--- src/rtl/hazard_pkg.sv ---
// Shared types and defaults for the pipeline hazard controller.
package hazard_pkg;

  typedef enum logic {
    RUN      = 1'b0,
    MEM_WAIT = 1'b1
  } hazard_state_e;

  localparam int MEM_TIMEOUT_DEF = 255;
  localparam int CNT_W_DEF       = 16;

  function automatic logic load_use_hit(input logic       ex_mem_read,
                                        input logic [4:0] ex_rt,
                                        input logic [4:0] id_rs,
                                        input logic [4:0] id_rt);
    return ex_mem_read && (ex_rt != 5'd0) && ((ex_rt == id_rs) || (ex_rt == id_rt));
  endfunction

endpackage

--- src/rtl/pipeline_hazard_ctrl_sat_counter.sv ---
// Saturating event counter with synchronous clear; clear beats increment.
module sat_counter #(
  parameter int width = 16
) (
  input  logic             clk,
  input  logic             rst,
  input  logic             clr,
  input  logic             inc,
  output logic [width-1:0] cnt
);

  always_ff @(posedge clk) begin
    if (!rst) begin
      cnt <= '0;
    end else if (clr) begin
      cnt <= '0;
    end else if (inc && (cnt != {width{1'b1}})) begin
      cnt <= cnt + width'(1);
    end
  end

endmodule

--- src/rtl/pipeline_hazard_ctrl.sv ---
// Stall/flush/freeze control for a 5-stage pipeline with a bounded memory wait.
// Outputs are decoded combinationally from state and current inputs.
module pipeline_hazard_ctrl
  import hazard_pkg::*;
#(
  parameter int MEM_TIMEOUT = MEM_TIMEOUT_DEF,
  parameter int CNT_W       = CNT_W_DEF
) (
  input  logic             clk,
  input  logic             rst,
  input  logic [4:0]       ID_rs,
  input  logic [4:0]       ID_rt,
  input  logic             EX_mem_read,
  input  logic [4:0]       EX_rt,
  input  logic             branch_taken,
  input  logic             mem_req,
  input  logic             mem_ready,
  input  logic             clr_stats,
  output logic             pc_write,
  output logic             IF_ID_write,
  output logic             flush,
  output logic             ID_EX_bubble,
  output logic             pipe_freeze,
  output logic             mem_err,
  output logic [CNT_W-1:0] stall_cnt,
  output logic [CNT_W-1:0] flush_cnt
);

  localparam int WAIT_W = (MEM_TIMEOUT > 1) ? $clog2(MEM_TIMEOUT) : 1;
  localparam logic [WAIT_W-1:0] WAIT_LAST = WAIT_W'(MEM_TIMEOUT - 1);

  hazard_state_e     state;
  logic [WAIT_W-1:0] wait_cnt;
  logic              load_use;
  logic              mem_stall;
  logic              timeout;

  assign load_use  = load_use_hit(EX_mem_read, EX_rt, ID_rs, ID_rt);
  assign mem_stall = mem_req && !mem_ready;
  assign timeout   = (state == MEM_WAIT) && mem_stall && (wait_cnt == WAIT_LAST);

  // A timed-out wait releases everything for one cycle so the pipe can drain.
  always_comb begin
    pc_write     = 1'b0;
    IF_ID_write  = 1'b0;
    flush        = 1'b0;
    ID_EX_bubble = 1'b0;
    pipe_freeze  = 1'b0;
    if (rst) begin
      if (timeout) begin
        pc_write    = 1'b1;
        IF_ID_write = 1'b1;
      end else if (mem_stall) begin
        pipe_freeze = 1'b1;
      end else if (load_use) begin
        ID_EX_bubble = 1'b1;
      end else begin
        pc_write    = 1'b1;
        IF_ID_write = 1'b1;
        flush       = branch_taken;
      end
    end
  end

  always_ff @(posedge clk) begin
    if (!rst) begin
      state    <= RUN;
      wait_cnt <= '0;
      mem_err  <= 1'b0;
    end else begin
      case (state)
        RUN: begin
          if (mem_stall) begin
            state    <= MEM_WAIT;
            wait_cnt <= '0;
          end
        end
        MEM_WAIT: begin
          if (timeout) begin
            state   <= RUN;
            mem_err <= 1'b1;
          end else if (!mem_stall) begin
            state <= RUN;
          end else begin
            wait_cnt <= wait_cnt + WAIT_W'(1);
          end
        end
        default: state <= RUN;
      endcase
    end
  end

  sat_counter #(.width(CNT_W)) u_stall_cnt (
    .clk (clk),
    .rst (rst),
    .clr (clr_stats),
    .inc (!pc_write),
    .cnt (stall_cnt)
  );

  sat_counter #(.width(CNT_W)) u_flush_cnt (
    .clk (clk),
    .rst (rst),
    .clr (clr_stats),
    .inc (flush),
    .cnt (flush_cnt)
  );

endmodule

--- config.mk ---
export PLATFORM = sky130hd
export DESIGN_NAME = pipeline_hazard_ctrl
export DESIGN_NICKNAME = d
export VERILOG_FILES = /design/src/rtl/hazard_pkg.sv /design/src/rtl/pipeline_hazard_ctrl_sat_counter.sv /design/src/rtl/pipeline_hazard_ctrl.sv
export SDC_FILE = /design/constraint.sdc
export NUM_CORES = 1
export LEC_CHECK = 0
export BUFFER_PORTS_ARGS = -buffer_cell sky130_fd_sc_hd__buf_2
export CAP_MARGIN = 40
export CORE_MARGIN = 4
export CORE_UTILIZATION = 45
export DETAILED_ROUTE_END_ITERATION = 8
export PLACE_DENSITY = 0.8
export SETUP_SLACK_MARGIN = 0.15
export SYNTH_ARGS = -nofsm -noshare
export SYNTH_HDL_FRONTEND = slang
export SYNTH_SLANG_ARGS = --single-unit
--- constraint.sdc ---
create_clock -name clk -period 5.8 [get_ports clk]
set_clock_uncertainty 0.05 [all_clocks]
set_input_delay 1.16 -clock clk [delete_from_list [all_inputs] [get_ports clk]]
set_output_delay 1.16 -clock clk [all_outputs]
set_load 0.005 [all_outputs]
==> reports/summary.md <==
### STA
- **TNS Setup** 0 ns
- **count of endpoints failing setup in the final report** 0
- **post-route minimum period** 4.041 ns
- **unrepaired setup endpoints after global routing** no
- **relative slew slack** 59.66%
- **post-route clock period utilization** 69.68%
- **peak clock frequency supported by timing** 0.2474 GHz
- **final number of hold-violating endpoints** 0
- **slew at the pin closest to its max-slew limit** 0.6028 ns
- **number of max-slew violations in the final report** 0

### Route
- **post-detailed-route DRC marker count** 0
- **average routed wire per standard cell** 13.23 um
- **number of vias in the routed layout** 2272
- **wirelength, routed** 5277 um
- **Avg Vias per Cell** 5.694
- **count of TritonRoute iterations in the first routing pass** 4
- **final antenna-violating net count** 0
- **number of DRC violations after detailed-routing iteration 0** 100

### Cells and area
- **area occupied by multi-input gates** 0.001340 mm2
- **net count reported at finish** 357
- **synthesis-to-layout area growth** 18.07%
- **Reg area** 840.8 um2
- **Diodes inserted** 0
- **total non-filler cell area in the finished layout** 0.002698 mm2
- **layout cell share with drive strength beyond 1** 22.59%
- **filler cell count in the final layout** 484

### Synth
- **mapped cell area** 0.002285 mm2
- **number of unique standard cell types used by synthesis** 41
- **count of flip-flops with a built-in enable after synthesis** 0
- **number of synthesized register bits** 42
- **average size of a mapped cell** 8.218 um2
- **top cells by instance count after synthesis** sky130_fd_sc_hd__dfxtp_1 (42), sky130_fd_sc_hd__a21oi_1 (29), sky130_fd_sc_hd__nand3_1 (26)
- **sequential fraction of the synthesis area** 36.80%
- **Post-synth top flop** sky130_fd_sc_hd__dfxtp_1
- **instance count of the mapped netlist** 278
- **Synthesized Nets** 304
- **leading post-synthesis cells by cell area** sky130_fd_sc_hd__dfxtp_1 (37%), sky130_fd_sc_hd__a21oi_1 (6.4%), sky130_fd_sc_hd__nand3_1 (5.7%)
- **share of async-settable or async-resettable flops after synthesis** 0%
- **count of yosys warnings during synthesis** 0
- **most frequent cell after synthesis** sky130_fd_sc_hd__dfxtp_1
- **biggest area consumer among synthesized cells** sky130_fd_sc_hd__dfxtp_1
- **proportion of netlist area held by the largest area contributor** 36.80%

### Clocking
- **clock input transition at the sequential cells of the worst setup and hold paths** 0.07 ns
- **quantity of hold-fixing buffers added after cts** 0
- **Clock H-tree levels** 2
- **Resized cells post-CTS** 0
- **post-CTS setup-driven buffer insertion count** 0
- **clock root buffer** sky130_fd_sc_hd__clkbuf_8
- **number of buffers on the longest clock path** 2
- **clock sinks** 42
- **insertion delay of the later-clocked pin in the worst-skew pair** 0.29 ns
- **CTS buffer count** 5
- **clock tree from TritonCTS** built

### Pwr
- **VDD IR max** 152.3 uV
- **leakage power** 0.001006 uW
- **total power consumption of the routed design** 532.2 uW
- **power per cell area** 197.3 mW/mm2

### Place
- **estimated wirelength of the detail-placed design** 3824 um
- **number of port buffers** 59
- **GPL Wtd Cong** 0.8057
- **standard cell area after detailed placement** 0.002606 mm2

### Critical path
- **cell mode on critical path** sky130_fd_sc_hd__buf_2
- **peak per-stage delay on the critical path** 0.53 ns
- **register-to-register setup slack** 3.47 ns
- **cell with the biggest individual delay on the critical path** sky130_fd_sc_hd__or4_1
- **category of the worst setup path launch point** input port
- **signal arrival time at the worst endpoint** 2.83 ns
- **Worst Path Class, Setup** in -> out
- **Reg2Reg Depth** 7
- **critical path's top delay family** buffers and inverters
- **Crit. Startpoint** EX_rt[1]
- **sort of element at the end of the critical path** output pin
- **FF-to-FF Start** u_stall_cnt.cnt[3]
- **worst setup path end** IF_ID_write
- **Crit Path Max Fanout** 31
- **destination of the worst register-to-register timing path** u_stall_cnt.cnt[9]
- **total buffers and inverters traversed by the critical path** 3
- **required time of the worst setup path** 4.59 ns
- **ordered cell list for the critical path** buf_2 > or4_1 > o21a_1 > a31o_2 > inv_2 > buf_2
- **critical path depth** 6

### Floorplanning
- **chip width** 79.26 um
- **number of placement rows** 25
- **initial cell density of the core** 47.43%
- **IO Count** 60
- **height of the chip** 79.26 um
- **floorplan die area** 0.006281 mm2
- **core box area** 0.004817 mm2

### Flow run
- **maxcap violations** 0

### Global route
- **antenna violations before repair** 0
- **maximum number of pins on one net before global-route repair** 33
- **vias in the first global route** 1989
- **global-route wire length before repair** 8783 um
- **Overflow after GRT** 0
- **all-layer global routing usage** 16.96%

### Min path
- **path category of the worst min-delay check** reg -> reg
- **min-delay src** mem_err
- **number of cells on the worst hold path** 1

### Outcome
- **result of the run** complete, no violations

==> kinds of logic after synthesis <==
kind of cell | after synthesis | share of synthesized area [%]
AO/OA/AOI/OAI | 71 | 18.95
buffers and inverters | 21 | 4.545
adder cells (fa/ha/maj) | 4 | 2.191
multiplexers | 1 | 0.4381
AND/OR/NAND/NOR | 122 | 30.56
XOR/XNOR | 17 | 6.517
flip-flops | 42 | 36.80
==> registers in the layout, summed over array words and instances, names as in the netlist <==
name / flops
mem_err: 1
state: 1
u_flush_cnt.cnt: 16
u_stall_cnt.cnt: 16
wait_cnt: 8
==> power breakdown <==
part | internal, uW | switching, uW
sequential | 290 | 2.17
clock | 96.1 | 99.0
combinational | 18.8 | 26.4
==> cell usage in the layout (no fill, tap or decap), drive strengths merged, types with 2 or more instances in the layout <==
cell type,n
nor2b,2
dfxtp,42
o21ai,18
o31ai,15
and4,2
xnor2,11
xor2,6
o21a,2
ha,4
nand4,12
nand2,13
inv,5
nand2b,3
clkbuf,7
buf,61
nor2,10
or4,16
a21oi,29
nand3,26
or3,13
and2,5
and3,12
nor3,6
clkinv,2
==> stage by stage <==
step	instances	worst slack, ns	util, %	hold slack (ns)
floorplan	278	2.012	-	0.4144
global placement	390	1.777	53.79	0.3948
detailed placement	391	1.747	54.10	0.4032
CTS	399	1.754	56.00	0.4209
global route	399	1.651	56.00	0.4457
finish	399	1.759	56.00	0.4157
==> worst min-delay path by stage <==
stage,to,slack (ns)
2_1_floorplan,mem_err,0.41
4_1_cts,mem_err,0.42
5_1_grt,mem_err,0.45
3_3_place_gp,mem_err,0.39
3_5_place_dp,mem_err,0.40
6_report,mem_err,0.42
==> routing by layer <==
layer	global-route usage (%)	wire length, um	up-vias
met5	0	0	-
met4	5.670	65	0
met3	3.628	282	7
met2	29.21	2545	55
met1	20.91	2384	1053
li1	-	-	1157
==> area by class of cell <==
class / instances / area share (%)
clock buffers: 7 / 3.200
clock inverters: 1 / 0.1855
inverters: 6 / 0.8813
multi-input cells: 215 / 49.68
flip-flops and latches: 42 / 31.17
well taps: 67 / 3.108
repair buffers: 61 / 11.78
No activity file was read; power rests on OpenSTA's default activity.
